**src/rtl/usr_pkg.sv**
```systemverilog
// Shared mode encoding for the universal shift register and its burst controller.
package usr_pkg;

    typedef logic [1:0] mode_t;

    localparam mode_t MODE_HOLD = 2'b00;
    localparam mode_t MODE_SHR  = 2'b01;
    localparam mode_t MODE_SHL  = 2'b10;
    localparam mode_t MODE_LOAD = 2'b11;

    function automatic logic is_shift_mode(input mode_t mode);
        return (mode == MODE_SHR) || (mode == MODE_SHL);
    endfunction

endpackage

```
**src/rtl/usr_burst_ctrl.sv**
```systemverilog
// Burst-shift sequencer: owns the remaining count, latched direction/rotate, busy and done,
// and tells the datapath when and which way to shift on each edge.
module usr_burst_ctrl
    import usr_pkg::*;
#(
    parameter int unsigned CNT_W = 4
) (
    input  logic             clk,
    input  logic             clear,
    input  mode_t            mode,
    input  logic             start,
    input  logic [CNT_W-1:0] count,
    input  logic             rot_in,
    output logic             shift_en_c,
    output logic             shift_left_c,
    output logic             rot_c,
    output logic             busy,
    output logic             done
);

    typedef enum logic {ST_IDLE, ST_BUSY} state_t;

    state_t           state_q, state_d;
    logic [CNT_W-1:0] remaining_q, remaining_d;
    logic             left_q, left_d;
    logic             rot_q, rot_d;
    logic             done_q, done_d;

    always_ff @(posedge clk or negedge clear) begin
        if (!clear) begin
            state_q     <= ST_IDLE;
            remaining_q <= '0;
            left_q      <= 1'b0;
            rot_q       <= 1'b0;
            done_q      <= 1'b0;
        end else begin
            state_q     <= state_d;
            remaining_q <= remaining_d;
            left_q      <= left_d;
            rot_q       <= rot_d;
            done_q      <= done_d;
        end
    end

    // The first shift of a burst happens on the start edge itself, so a 1-shift burst never goes busy.
    always_comb begin
        state_d      = state_q;
        remaining_d  = remaining_q;
        left_d       = left_q;
        rot_d        = rot_q;
        done_d       = 1'b0;
        shift_en_c   = 1'b0;
        shift_left_c = left_q;
        rot_c        = rot_q;
        case (state_q)
            ST_IDLE: begin
                shift_left_c = (mode == MODE_SHL);
                rot_c        = rot_in;
                if (is_shift_mode(mode)) begin
                    if (start) begin
                        left_d = (mode == MODE_SHL);
                        rot_d  = rot_in;
                        if (count == '0) begin
                            done_d = 1'b1;
                        end else begin
                            shift_en_c  = 1'b1;
                            remaining_d = count - CNT_W'(1);
                            if (count == CNT_W'(1)) begin
                                done_d = 1'b1;
                            end else begin
                                state_d = ST_BUSY;
                            end
                        end
                    end else begin
                        shift_en_c = 1'b1;
                    end
                end
            end
            ST_BUSY: begin
                shift_en_c  = 1'b1;
                remaining_d = remaining_q - CNT_W'(1);
                if (remaining_q == CNT_W'(1)) begin
                    state_d = ST_IDLE;
                    done_d  = 1'b1;
                end
            end
            default: state_d = ST_IDLE;
        endcase
    end

    assign busy = (state_q == ST_BUSY);
    assign done = done_q;

endmodule

```
**src/rtl/universal_shift_register_n.sv**
```systemverilog
// WIDTH-bit universal shift register with burst-shift engine and serial chaining outputs.
// Optional rotate mode is enabled by defining USR_ROTATE_EN (adds the rot input).
module universal_shift_register_n
    import usr_pkg::*;
#(
    parameter int unsigned WIDTH = 8,
    parameter int unsigned CNT_W = 4
) (
    input  logic             clk,
    input  logic             clear,
    input  logic             s1,
    input  logic             s0,
    input  logic             msb_in,
    input  logic             lsb_in,
    input  logic [WIDTH-1:0] i_par,
    input  logic             start,
    input  logic [CNT_W-1:0] count,
`ifdef USR_ROTATE_EN
    input  logic             rot,
`endif
    output logic [WIDTH-1:0] a_par,
    output logic             msb_out,
    output logic             lsb_out,
    output logic             busy,
    output logic             done
);

    mode_t            mode;
    logic             rot_sel;
    logic             shift_en_c;
    logic             shift_left_c;
    logic             rot_c;
    logic [WIDTH-1:0] par_d;

    assign mode = mode_t'({s1, s0});

`ifdef USR_ROTATE_EN
    assign rot_sel = rot;
`else
    assign rot_sel = 1'b0;
`endif

    usr_burst_ctrl #(
        .CNT_W (CNT_W)
    ) u_ctrl (
        .clk          (clk),
        .clear        (clear),
        .mode         (mode),
        .start        (start),
        .count        (count),
        .rot_in       (rot_sel),
        .shift_en_c   (shift_en_c),
        .shift_left_c (shift_left_c),
        .rot_c        (rot_c),
        .busy         (busy),
        .done         (done)
    );

    // Rotation feeds the outgoing bit back in at the opposite end instead of the serial input.
    always_comb begin
        par_d = a_par;
        if (shift_en_c) begin
            if (shift_left_c) begin
                par_d = {a_par[WIDTH-2:0], (rot_c ? a_par[WIDTH-1] : lsb_in)};
            end else begin
                par_d = {(rot_c ? a_par[0] : msb_in), a_par[WIDTH-1:1]};
            end
        end else if (!busy && (mode == MODE_LOAD)) begin
            par_d = i_par;
        end
    end

    always_ff @(posedge clk or negedge clear) begin
        if (!clear) begin
            a_par <= '0;
        end else begin
            a_par <= par_d;
        end
    end

    assign msb_out = a_par[WIDTH-1];
    assign lsb_out = a_par[0];

endmodule

```
**config.mk**
```make
export PLATFORM = sky130hd
export DESIGN_NAME = universal_shift_register_n
export DESIGN_NICKNAME = d
export VERILOG_FILES = /design/src/rtl/usr_pkg.sv /design/src/rtl/usr_burst_ctrl.sv /design/src/rtl/universal_shift_register_n.sv
export SDC_FILE = /design/constraint.sdc
export NUM_CORES = 1
export LEC_CHECK = 0
export ABC_CLOCK_PERIOD_IN_PS = 3100
export BUFFER_PORTS_ARGS = -buffer_cell sky130_fd_sc_hd__buf_2
export CORE_ASPECT_RATIO = 0.9
export CORE_MARGIN = 5
export CORE_UTILIZATION = 53
export CTS_CLUSTER_DIAMETER = 100
export CTS_CLUSTER_SIZE = 20
export DETAILED_ROUTE_END_ITERATION = 12
export PLACE_DENSITY = 0.85
export SETUP_SLACK_MARGIN = 0.5
export SLEW_MARGIN = 20
export SYNTH_ARGS = -nofsm -noshare
export SYNTH_HDL_FRONTEND = slang
export SYNTH_SLANG_ARGS = --single-unit
```
**constraint.sdc**
```tcl
create_clock -name clk -period 3.1 [get_ports clk]
set_input_delay 0.62 -clock clk [delete_from_list [all_inputs] [get_ports clk]]
set_output_delay 0.62 -clock clk [all_outputs]
set_load 0.01 [all_outputs]
```
==> run summary <==
Run status: completed
CP Launch Type: input pin
Yosys cell types: 29
Grt met3 use: 4.786%
Yosys warnings: 0
Synthesized area: 998.5 um^2
Grt met1 use: 16.36%
Async set-reset flop share out of synthesis: 100.0%
Post-Route WL: 2124 um
Clk_lat worst skew: 290 ps
Leakage: 0.6383 nW
Area share of the largest cell type after synthesis: 37.59%
Avg Vias per Cell: 5.462
Mean post-synth cell area: 10.97 um^2
Sum Neg Setup Slack: 0 ps
Detail Route Antenna Nets: 0
Unrepaired setup endpoints after global routing: false
1st-iter DRT viols: 13
Grt ovf: 0
Area Overhead vs Synth: 18.30%
Register area share after synthesis: 37.59%
DIE WIDTH: 55.75 um
Initial antenna violation count: 0
Synth Register Bits: 15
Hold Fails Final Rpt: 0
Setup bufs post-CTS: 0
Relative slew margins: 54.81%
RD Place Congestion: 0.7878
Clk slew on worst S/H paths: 100 ps
Vias: 792
Max Cap Violations: 0
Synth top cells by count: mux2i_1, dfrtp_1, ha_1, inv_1, nand2_1
First-pass GRT wire length: 3415 um
Inserted Clock Buffers: 3
Initial Utilization: 57.58%
CORE AREA: 1734 um^2
CTS tree: built
CTS root buffer: clkbuf_4
Vias in the first global route: 776
Post-synth EDFFs: 0
DP Area: 1155 um^2
Fmax: 0.5433 GHz
Synth top area cells: dfrtp_1, mux2i_1, ha_1, inv_1, buf_4
Final setup fails: 0
Fin nets: 148
WL/cell: 14.65 um
Post-CTS Hold Buffers: 0
Layout cells sized above 1: 31.40%
PostCTS Resize Cnt: 0
Clock Skews: 8.088 ps
Power per cell area: 885.4 nW/um^2
Crit Path Category: in2reg
Slew @ Worst Pin: 664.7 ps
Synth Flop Type: dfrtp_1
Pins over their slew limit: 0
N_diodes: 0
DRC: 0
Die span in y: 51.18 um
Number of port buffers: 30
Placed cells: 141
Clk sinks: 15
Yosys top cell by area: dfrtp_1
Max H-tree Level: 1
Critical path arrival: 2000 ps
Finished Core Util: 68.11%
Synthesized netlist cell count: 91
GR peak layer: met2
Synthesized net count: 117
Final instance area: 1181 um^2
Critical Path Sink Type: register
Required time of the critical path: 3260 ps
Site Rows: 14
Worst hold-check path type: in2async
# IOs: 31
Worst vdd ir: 0.4922 mV
Fin crit share: 59.37%
Largest net degree at the start of global routing: 16
Fin cells: 145
DRT Pass-1 Iters: 4
Detail Placement HPWL: 1707 um
Crit path time final: 1841 ps
Maximum root-to-sink buffer count: 2
Count leader, synth: mux2i_1
Total Die Area: 2853 um^2
GRT Total Usage: 15.14%
# fillers: 145
Worst Path Max Fanout: 8
GR Util met2: 28.74%
[cell usage in the layout, fill, tap and decap left out, types with 2 or more instances in the layout]
cell,n
ha_1,7
inv_1,7
o22a_1,2
dfrtp_1,15
o21ai_0,2
xnor2_1,2
clkbuf_4,3
nand2_1,5
nor2_1,2
mux2i_1,26
mux2_2,2
buf_2,30
[routing by layer]
metal,part of all wire [%],routed length (um)
met3,6.7,143
met4,0.85,18
met5,0,0
met2,50,1063
met1,42,899
[layout make-up]
| cell class | count | area [um^2] | area share [%] |
|---|---|---|---|
| Timing Repair Buffer | 31 | 157.7 | 13.35 |
| Clock buffer | 4 | 26.28 | 2.225 |
| Multi-Input combinational cell | 64 | 565.5 | 47.88 |
| Inverter | 7 | 26.28 | 2.225 |
| Sequential cell | 15 | 375.4 | 31.78 |
| Tap cell | 24 | 30.03 | 2.542 |
[metrics by stage]
stage	setup WS, ps	power, mW	hold WS (ps)
floorplan	1276	0.7854	324.4
detailed placement	950.8	0.9374	519.8
finish	1259	1.046	218.9
CTS	1248	1.052	227.0
global placement	1026	0.9084	511.2
global route	1149	1.124	237.8
[report_power, final]
part	switching [mW]	internal, mW	total, mW
combinational	0.253	0.267	0.520
sequential	0.114	0.295	0.409
clock	0.0675	0.0500	0.118
[cells by family (layout without fill, tap and decap cells)]
kind of cell | Yosys count | in the layout | share of synthesized area [%]
fa+ha+maj | 7 | 7 | 8.772
mux | 29 | 29 | 29.70
compound gates | 10 | 10 | 7.896
xor+xnor | 2 | 2 | 1.755
simple gates | 16 | 16 | 8.523
flops | 15 | 15 | 37.59
buf+inv | 12 | 42 | 5.764
[final timing paths]
| path | startpoint | endpoint | slack [ps] | depth (start not counted) |
|---|---|---|---|---|
| min in group clk | u_ctrl.left_q | u_ctrl.left_q | 540 | 1 |
| setup reg to reg | u_ctrl.busy | a_par[3] | 1300 | 3 |
| hold reg to reg | u_ctrl.left_q | u_ctrl.left_q | 540 | 1 |
| setup / recovery | count[0] | a_par[1] | 1260 | 6 |
| max in group asynchronous | clear | u_ctrl.remaining_q[0] | 2620 | 1 |
| hold / removal | clear | a_par[6] | 220 | 1 |
[worst max-delay path: stages]
cell	delay, ps
buf_2	110
inv_1	100
ha_1	190
or3b_1	400
o22a_1	390
mux2i_1	180
[state kept, by name, indices dropped and copies added, names as in the netlist]
signal / count
u_ctrl.remaining_q: 4
u_ctrl.done: 1
u_ctrl.busy: 1
u_ctrl.left_q: 1
a_par: 8
Power figures use the tool's default switching activity.
